==> src/rtl/apb_master_arbiter.sv <==
// Two-requester APB master: round-robin grant, SETUP/ACCESS sequencing,
// PREADY wait states and timeout abort, one-cycle done/err/rdata pulses.
`timescale 1ns/1ps

module apb_master_arbiter #(
  parameter int unsigned ADDR_W  = 32,
  parameter int unsigned DATA_W  = 32,
  parameter int unsigned TIMEOUT = 16
) (
  input  logic              PCLK,
  input  logic              PRESETn,
  input  logic              req0,
  input  logic              req1,
  input  logic              wr0,
  input  logic              wr1,
  input  logic [ADDR_W-1:0] addr0,
  input  logic [ADDR_W-1:0] addr1,
  input  logic [DATA_W-1:0] wdata0,
  input  logic [DATA_W-1:0] wdata1,
  output logic              done0,
  output logic              done1,
  output logic [DATA_W-1:0] rdata0,
  output logic [DATA_W-1:0] rdata1,
  output logic              err0,
  output logic              err1,
  output logic              PSEL,
  output logic              PENABLE,
  output logic              PWRITE,
  output logic [ADDR_W-1:0] PADDR,
  output logic [DATA_W-1:0] PWDATA,
  input  logic [DATA_W-1:0] PRDATA,
  input  logic              PREADY,
  input  logic              PSLVERR,
  output logic              busy,
  output logic              owner
);

  localparam int unsigned CNT_W = (TIMEOUT > 1) ? $clog2(TIMEOUT) : 1;
  localparam logic [CNT_W-1:0] CNT_LAST = CNT_W'(TIMEOUT - 1);

  typedef enum logic [1:0] {
    S_IDLE   = 2'd0,
    S_SETUP  = 2'd1,
    S_ACCESS = 2'd2
  } state_t;

  state_t             state_q, state_d;
  logic               last_q, last_d;
  logic [CNT_W-1:0]   wcnt_q, wcnt_d;

  logic               psel_d, penable_d, pwrite_d;
  logic [ADDR_W-1:0]  paddr_d;
  logic [DATA_W-1:0]  pwdata_d;
  logic               done0_d, done1_d, err0_d, err1_d;
  logic [DATA_W-1:0]  rdata0_d, rdata1_d;
  logic               owner_d;

  logic [1:0]         mask_c, cand_c;
  logic               win_c;
  logic               start_c, finish_c, err_c;
  logic [DATA_W-1:0]  rd_c;

  // Eligible requests: hide the requester that is completing or just completed
  always_comb begin
    mask_c = 2'b00;
    if (state_q == S_IDLE) begin
      mask_c = {done1, done0};
    end else if (state_q == S_ACCESS) begin
      mask_c = owner ? 2'b10 : 2'b01;
    end
    cand_c = {req1, req0} & ~mask_c;
    win_c  = (cand_c == 2'b11) ? ~last_q : cand_c[1];
  end

  // Next-state and next-output logic
  always_comb begin
    state_d   = state_q;
    last_d    = last_q;
    wcnt_d    = wcnt_q;
    owner_d   = owner;
    psel_d    = 1'b0;
    penable_d = 1'b0;
    pwrite_d  = 1'b0;
    paddr_d   = '0;
    pwdata_d  = '0;
    done0_d   = 1'b0;
    done1_d   = 1'b0;
    err0_d    = 1'b0;
    err1_d    = 1'b0;
    rdata0_d  = '0;
    rdata1_d  = '0;
    start_c   = 1'b0;
    finish_c  = 1'b0;
    err_c     = 1'b0;
    rd_c      = '0;

    case (state_q)
      S_IDLE: begin
        start_c = |cand_c;
      end
      S_SETUP: begin
        state_d   = S_ACCESS;
        psel_d    = 1'b1;
        penable_d = 1'b1;
        pwrite_d  = PWRITE;
        paddr_d   = PADDR;
        pwdata_d  = PWDATA;
      end
      S_ACCESS: begin
        if (PREADY) begin
          finish_c = 1'b1;
          err_c    = PSLVERR;
          rd_c     = PWRITE ? '0 : PRDATA;
        end else if (wcnt_q == CNT_LAST) begin
          finish_c = 1'b1;
          err_c    = 1'b1;
        end else begin
          wcnt_d    = wcnt_q + CNT_W'(1);
          psel_d    = 1'b1;
          penable_d = 1'b1;
          pwrite_d  = PWRITE;
          paddr_d   = PADDR;
          pwdata_d  = PWDATA;
        end
        if (finish_c) begin
          if (owner) begin
            done1_d  = 1'b1;
            err1_d   = err_c;
            rdata1_d = rd_c;
          end else begin
            done0_d  = 1'b1;
            err0_d   = err_c;
            rdata0_d = rd_c;
          end
          start_c = |cand_c;
          if (!start_c) state_d = S_IDLE;
        end
      end
      default: begin
        state_d = S_IDLE;
      end
    endcase

    if (start_c) begin
      state_d  = S_SETUP;
      psel_d   = 1'b1;
      owner_d  = win_c;
      last_d   = win_c;
      wcnt_d   = '0;
      pwrite_d = win_c ? wr1    : wr0;
      paddr_d  = win_c ? addr1  : addr0;
      pwdata_d = win_c ? wdata1 : wdata0;
    end
  end

  // State and registered outputs
  always_ff @(posedge PCLK or negedge PRESETn) begin
    if (!PRESETn) begin
      state_q <= S_IDLE;
      last_q  <= 1'b1;
      wcnt_q  <= '0;
      owner   <= 1'b0;
      busy    <= 1'b0;
      PSEL    <= 1'b0;
      PENABLE <= 1'b0;
      PWRITE  <= 1'b0;
      PADDR   <= '0;
      PWDATA  <= '0;
      done0   <= 1'b0;
      done1   <= 1'b0;
      err0    <= 1'b0;
      err1    <= 1'b0;
      rdata0  <= '0;
      rdata1  <= '0;
    end else begin
      state_q <= state_d;
      last_q  <= last_d;
      wcnt_q  <= wcnt_d;
      owner   <= owner_d;
      busy    <= (state_d != S_IDLE);
      PSEL    <= psel_d;
      PENABLE <= penable_d;
      PWRITE  <= pwrite_d;
      PADDR   <= paddr_d;
      PWDATA  <= pwdata_d;
      done0   <= done0_d;
      done1   <= done1_d;
      err0    <= err0_d;
      err1    <= err1_d;
      rdata0  <= rdata0_d;
      rdata1  <= rdata1_d;
    end
  end

endmodule

==> config.mk <==
export PLATFORM = sky130hd
export DESIGN_NAME = apb_master_arbiter
export DESIGN_NICKNAME = d
export VERILOG_FILES = /design/src/rtl/apb_master_arbiter.sv
export SDC_FILE = /design/constraint.sdc
export NUM_CORES = 1
export LEC_CHECK = 0
export CAP_MARGIN = 20
export CORE_UTILIZATION = 40
export CTS_CLUSTER_DIAMETER = 50
export DETAILED_ROUTE_END_ITERATION = 16
export MAX_ROUTING_LAYER = met4
export PLACE_DENSITY = 0.83
export SETUP_SLACK_MARGIN = 0.15
export SYNTH_ARGS = -nofsm -noshare
export SYNTH_HDL_FRONTEND = slang
export SYNTH_SLANG_ARGS = --single-unit
==> constraint.sdc <==
create_clock -name PCLK -period 2.62 [get_ports PCLK]
set_input_delay 0.524 -clock PCLK [delete_from_list [all_inputs] [get_ports PCLK]]
set_output_delay 0.524 -clock PCLK [all_outputs]
set_load 0.005 [all_outputs]
### Word level (Yosys, flattened, before mapping)

Index checks and enable logic that the tools add are counted.

* bits in registers: 144
* bits in latches: 0
* RAM bits: 0
* ROM bits: 0
* output and inout port bits: 137
* word-level logic and storage cells: 88
* memories: 0

* $add $sub $neg: 1
* $mul: 0
* divide/modulo/power cells: 0
* magnitude comparators: 0
* equality and inequality tests: 8
* shifts and indexed selects: 0
* multiplexer cells: 54
* bitwise gates (word level): 3
* reductions and logical operators: 6

Operators with widths (count)
* 2-to-1 mux 32 bit: 14
* one-hot mux 32 bit (2 select lines): 1
* 2-to-1 mux 1 bit: 25
* 2-to-1 mux 4 bit: 4
* 2-to-1 mux 2 bit: 6
* one-hot mux 1 bit (2 select lines): 3
* one-hot mux 2 bit (3 select lines): 1
* adder 4 x 1 -> 4 bit (second input constant): 1
* equality test 2 bit (second input constant): 2
* equality test 4 bit (second input constant): 1
* inequality test 2 bit (second input constant): 2
* inequality test 4 x 3 -> 1 bit (second input constant): 1
* nonzero test 2 bit: 2
* AND reduction 3 bit: 1
* bitwise AND 2 bit: 1
* equality test 2 x 1 -> 1 bit (second input constant): 1
* zero test 2 bit: 1
* inequality test 2 x 1 -> 1 bit (second input constant): 1
* NOT 2 bit: 1
* AND reduction 2 bit: 1
* OR reduction 2 bit: 1
* NOT 1 bit: 1

### Longest topological paths before layout

* depth after elaboration: 11
* gate-level depth with buffers: 11

### Worst setup path after synthesis

OpenSTA, ideal clock, no wires.

* path kind: reg-to-reg
* start point: register state_q[0]
* end point: register PADDR[0]
* arrival time: 2.013 ns
* setup slack: 0.475 ns
* cell stages (with the launch flop): 11
* buffers on the path: 4
* cell sequence: dfrtp_1 inv_1 ha_1 buf_6 or3b_4 a41o_1 clkbuf_1 buf_6 buf_6 mux2i_1 o2bb2ai_1

* cells in the longest elaborated chain, start to end: 10
* elaborated cells between the ends (all ways): 18
* classes of those cells: eq/ne (5); mux (8); bitwise (2); reduce/logical (3)

Ends and longest elaborated chain
* start: declaration: RTL line 47 `state_t state_q, state_d;`
* start signal: assignment: RTL line 176 `state_q <= state_d;`
* equality test 2 bit: RTL line 68, 97
* 2-to-1 mux 2 bit: RTL line 68 `end else if (state_q == S_ACCESS) begin`
* 2-to-1 mux 2 bit: RTL line 66 `if (state_q == S_IDLE) begin`
* NOT 2 bit: RTL line 71 `cand_c = {req1, req0} & ~mask_c;`
* bitwise AND 2 bit: RTL line 71
* OR reduction 2 bit: RTL line 99, 135
* 2-to-1 mux 1 bit: RTL line 125 `if (finish_c) begin`
* one-hot mux 1 bit (2 select lines): RTL line 97 `case (state_q)`
* inequality test 4 x 3 -> 1 bit (no line) or inequality test 2 bit (tied branches)
* AND reduction 2 bit (no line)
* end signal: assignment: RTL line 184 `PADDR <= paddr_d;`
* end: declaration: RTL line 29 `output logic [ADDR_W-1:0] PADDR,`

Several ways; a longest one is shown, not always the timed one.
A chain may end at the register's enable or synchronous reset.

### Worst setup path after layout

* start point: register state_q[0]
* end point: register PWDATA[24]

* cells in the longest elaborated chain, start to end: 10
* elaborated cells between the ends (all ways): 18
* classes of those cells: eq/ne (5); mux (8); bitwise (2); reduce/logical (3)

Ends and longest elaborated chain
* equality test 2 bit: RTL line 68, 97
* 2-to-1 mux 2 bit: RTL line 68
* 2-to-1 mux 2 bit: RTL line 66
* NOT 2 bit: RTL line 71
* bitwise AND 2 bit: RTL line 71
* OR reduction 2 bit: RTL line 99, 135
* 2-to-1 mux 1 bit: RTL line 125
* one-hot mux 1 bit (2 select lines): RTL line 97
* inequality test 4 x 3 -> 1 bit (no line) or inequality test 2 bit (tied branches)
* AND reduction 2 bit (no line)
* end signal: assignment: RTL line 185 `PWDATA <= pwdata_d;`
* end: declaration: RTL line 30 `output logic [DATA_W-1:0] PWDATA,`

Several ways; a longest one is shown, not always the timed one.

==> results.rst <==
.. list-table::
   :header-rows: 1

   * - Metric
     - Value
   * - Simple-gate share of the synthesized area
     - 9.68%
   * - Filler Cell Count
     - 971
   * - Number of cells traversed by the worst hold path
     - 1
   * - Count of warnings emitted by yosys
     - 0
   * - Minimum clock period
     - 2.36 ns
   * - Count of nets left with antenna violations after detail routing
     - 0
   * - Placed insts
     - 892
   * - Cell with the largest stage delay on the worst path
     - sky130_fd_sc_hd__dfrtp_1
   * - Final #Nets
     - 906
   * - Fraction of synthesis flops using an asynchronous set or reset pin
     - 100%
   * - Final period utilization
     - 90.1%
   * - Leakage Power
     - 4.38 nW
   * - Worst reg2reg startpoint
     - state_q[0]$_DFF_PN0_
   * - Cts bufs inserted
     - 17
   * - Critical path endpoint category
     - flop
   * - Via-to-Cell Ratio
     - about 5
   * - Clock root buffer
     - sky130_fd_sc_hd__clkbuf_16
   * - Register area share after synthesis
     - around three fifths
   * - Wire length of the first global-routing pass
     - 26,200 um
   * - Global-route usage over all layers
     - roughly a quarter
   * - Critical setup path kind
     - flop to flop
   * - Biggest fanout along the worst timing path
     - 41
   * - Maximum clock skew at final layout
     - about 0.0086 ns
   * - Die Footprint
     - 15,100 um2
   * - Initial antenna violation count
     - 0
   * - Top delay family on crit path
     - simple AND/OR/NAND/NOR gates
   * - Count of antenna diodes in the layout
     - 0
   * - Data required time of the critical path
     - 2.95 ns
   * - Distinct cells, synth
     - 36
   * - Largest family of logic cells by synthesized area
     - compound AO/OA/AOI/OAI gates
   * - TritonRoute pass-1 iters
     - 4
   * - Worst max-slew margin expressed relative to the limit
     - around two thirds
   * - Most frequent cells in the layout
     - sky130_fd_sc_hd__clkdlybuf4s50_1 (303), sky130_fd_sc_hd__dfrtp_1 (143), sky130_fd_sc_hd__mux2i_1 (66), sky130_fd_sc_hd__o2bb2ai_1 (66), sky130_fd_sc_hd__and2_1 (65)
   * - CP bufs+invs
     - 2
   * - Kind of start point of the critical path
     - flop
   * - Clock Tree Buf Depth
     - 2
   * - DIE WIDTH
     - 123 um
   * - Arrival @ worst endpoint
     - 2.69 ns
   * - Top cells by area, synth
     - sky130_fd_sc_hd__dfrtp_1 (61%), sky130_fd_sc_hd__mux2i_1 (11%), sky130_fd_sc_hd__o2bb2ai_1 (9.9%)
   * - Area growth from synthesis to final layout
     - 67.0%
   * - Synth Flop Type
     - sky130_fd_sc_hd__dfrtp_1
   * - Max stage delay on crit path
     - 0.44 ns
   * - Most common library cell in the layout ignoring fill and taps
     - sky130_fd_sc_hd__clkdlybuf4s50_1
   * - Min-Delay Startpoint
     - PWDATA[26]$_DFFE_PN0P_
   * - Register bit total from synthesis
     - between 100 and 150
   * - Area after detailed placement
     - ~9000 um2
   * - Fraction of final layout cells sized beyond drive strength 1
     - 7.77%
   * - Initial drt markers
     - 193
   * - Post-synthesis average cell area
     - 13.7 um2
   * - Hold EP
     - PWDATA[26]$_DFFE_PN0P_
   * - Power per Cell Area
     - 922 nW/um2
   * - Fraction of synthesized cell area taken by the top area cell type
     - 61.4%
   * - Number of synthesized flops with an enable pin
     - 0
   * - Vias in the first global route
     - 5,015
   * - Max-slew violation total from the final report
     - 0
   * - Adder and majority cell fraction of the synthesized area
     - 1.07%
   * - XOR/XNOR Fraction of Synth Area
     - less than 1%
   * - Mux contribution to synthesized area
     - ~11%
   * - Worst-Skew Late Latency
     - 0.42 ns
   * - Synthesized cell area
     - 5830 um2
   * - Total Routed Length
     - about 18,000 um
   * - Wire length per cell
     - 19.5 um
   * - Half-perimeter wire length after placement
     - 13,100 um
   * - Unrepaired setup endpoints after global routing
     - yes
   * - Sinks on Clock Net
     - 144
   * - Placeable core region
     - 14,000 um2
   * - H-tree levels
     - 4
   * - Post-Synthesis Net Count
     - 599
   * - Clk slew on worst S/H paths
     - 0.06 ns
   * - Path depth of the worst reg2reg path
     - 8
   * - Gate Count Post-Synth
     - 426
   * - Sum Neg Setup Slack
     - 0 ns
   * - Final std cells w/o fill
     - 926
   * - Final worst hold slack
     - between 0.4 and 0.5 ns
   * - Core Rows
     - 43
   * - Transition at the pin with the smallest max-transition slack
     - 0.475 ns
   * - Complex-gate fraction of the synthesized area
     - 11.8%
   * - Remaining global-route overflow
     - 0
   * - Vias
     - 4,668
   * - Max-cap violations
     - 0
   * - Finished Cell Area
     - 9730 um2
   * - # IOs
     - between 300 and 400
   * - Placer Congestion
     - 0.890
   * - Post-detailed-route DRC marker count
     - 0
   * - CTS tree
     - done
   * - Min-delay worst type
     - flop to flop
   * - Setup ws final
     - 0.260 ns
   * - Internal reg-to-reg setup slack
     - 0.26 ns
   * - Highest clock rate
     - about 0.42 GHz
   * - Placement-stage worst setup slack
     - 0.142 ns
   * - Port bufs
     - 304
   * - Leading area contributor after synthesis
     - sky130_fd_sc_hd__dfrtp_1
   * - Initial Utilization
     - between 40% and 50%
   * - Maximum number of pins on one net before global-route repair
     - 83
   * - Finish-stage setup viols
     - 0
   * - Chip height
     - 123 um
   * - Result of the run
     - finished clean
   * - Fin util
     - 69.3%
   * - Post-layout power
     - roughly 9 mW
   * - Endpoint of the worst-slack reg-to-reg timing path
     - PWDATA[24]$_DFFE_PN0P_
   * - Peak supply drop
     - roughly 500 uV
   * - Ordered cell list for the critical path
     - inv_1, ha_2, or3b_4, nand3_2, nand2_1, a31oi_4, buf_12, o2bb2ai_1
   * - Hold Fails Final Rpt
     - 0
state kept, by name, indices dropped and copies added (netlist names), 2 cells and up:
register and count:
state_q 2, PADDR 32, rdata0 32, rdata1 32
PWDATA 32, wcnt_q 4
synth_stat cells, types with 3 or more instances:
master,n
sky130_fd_sc_hd__dfrtp_1,143
sky130_fd_sc_hd__mux2i_1,66
sky130_fd_sc_hd__o2bb2ai_1,66
sky130_fd_sc_hd__and2_1,65
sky130_fd_sc_hd__clkbuf_1,12
sky130_fd_sc_hd__buf_6,11
sky130_fd_sc_hd__nand2_1,9
sky130_fd_sc_hd__buf_2,7
sky130_fd_sc_hd__nor2_1,6
sky130_fd_sc_hd__ha_1,5
sky130_fd_sc_hd__inv_1,3
sky130_fd_sc_hd__nor2b_1,3
power breakdown:
group,leakage (nW),switching [mW],internal (mW)
Clock,0.297,0.936,1.55
Sequential,1.95,0.371,2.81
Combinational,2.13,1.44,1.86
Total,4.38,2.74,6.23
metal layers:
metal / wire length [um] / part of all wire [%] / vias to the layer above / GRT usage, %
met4: 450 / 2.5 / 0 / 8.69
met5: 0 / 0 / - / -
met1: 6650 / 37 / 2253 / 25.3
li1: - / - / 2141 / -
met3: 1740 / 9.7 / 28 / 9.85
met2: 9220 / 51 / 246 / 41.9
layout make-up:
class / instances / area (um2) / area share (%)
Multi-Input combinational cell: 249 / 2060 / 21.1
Sequential cell: 144 / 3600 / 37.1
Clock inverter: 12 / 155 / 1.59
Timing Repair Buffer: 318 / 3220 / 33.1
Clock buffer: 20 / 457 / 4.69
Tap cell: 180 / 225 / 2.32
Inverter: 3 / 11.3 / 0.116
worst max-delay path by stage:
stage / depth (start not counted) / from / to / slack (ns)
after floorplan: 10 / state_q[0]$_DFF_PN0_ / PADDR[0]$_DFFE_PN0P_ / 0.48
after global placement: 7 / PREADY / PWDATA[0]$_DFFE_PN0P_ / 0.28
after detailed placement: 7 / state_q[0]$_DFF_PN0_ / PWDATA[12]$_DFFE_PN0P_ / 0.14
after CTS: 8 / state_q[0]$_DFF_PN0_ / PWDATA[2]$_DFFE_PN0P_ / 0.15
after global routing: 8 / state_q[0]$_DFF_PN0_ / PADDR[5]$_DFFE_PN0P_ / 0.13
final: 8 / state_q[0]$_DFF_PN0_ / PWDATA[24]$_DFFE_PN0P_ / 0.26
cell families (layout without fill, tap and decap cells):
group | count (synthesis) | count (layout)
compound gates | 80 | 81
buf+inv | 34 | 353
fa+ha+maj | 5 | 5
simple gates | 94 | 94
mux | 66 | 66
xor+xnor | 3 | 3
flops | 144 | 144
repair_timing:
item	in CTS	in global routing
resized for setup	0	2
hold endpoints to repair	4	0
hold buffers	1	0
buffers inserted	0	0
setup endpoints to repair	0	65
Note: power is estimated with default switching activity, not from simulation.
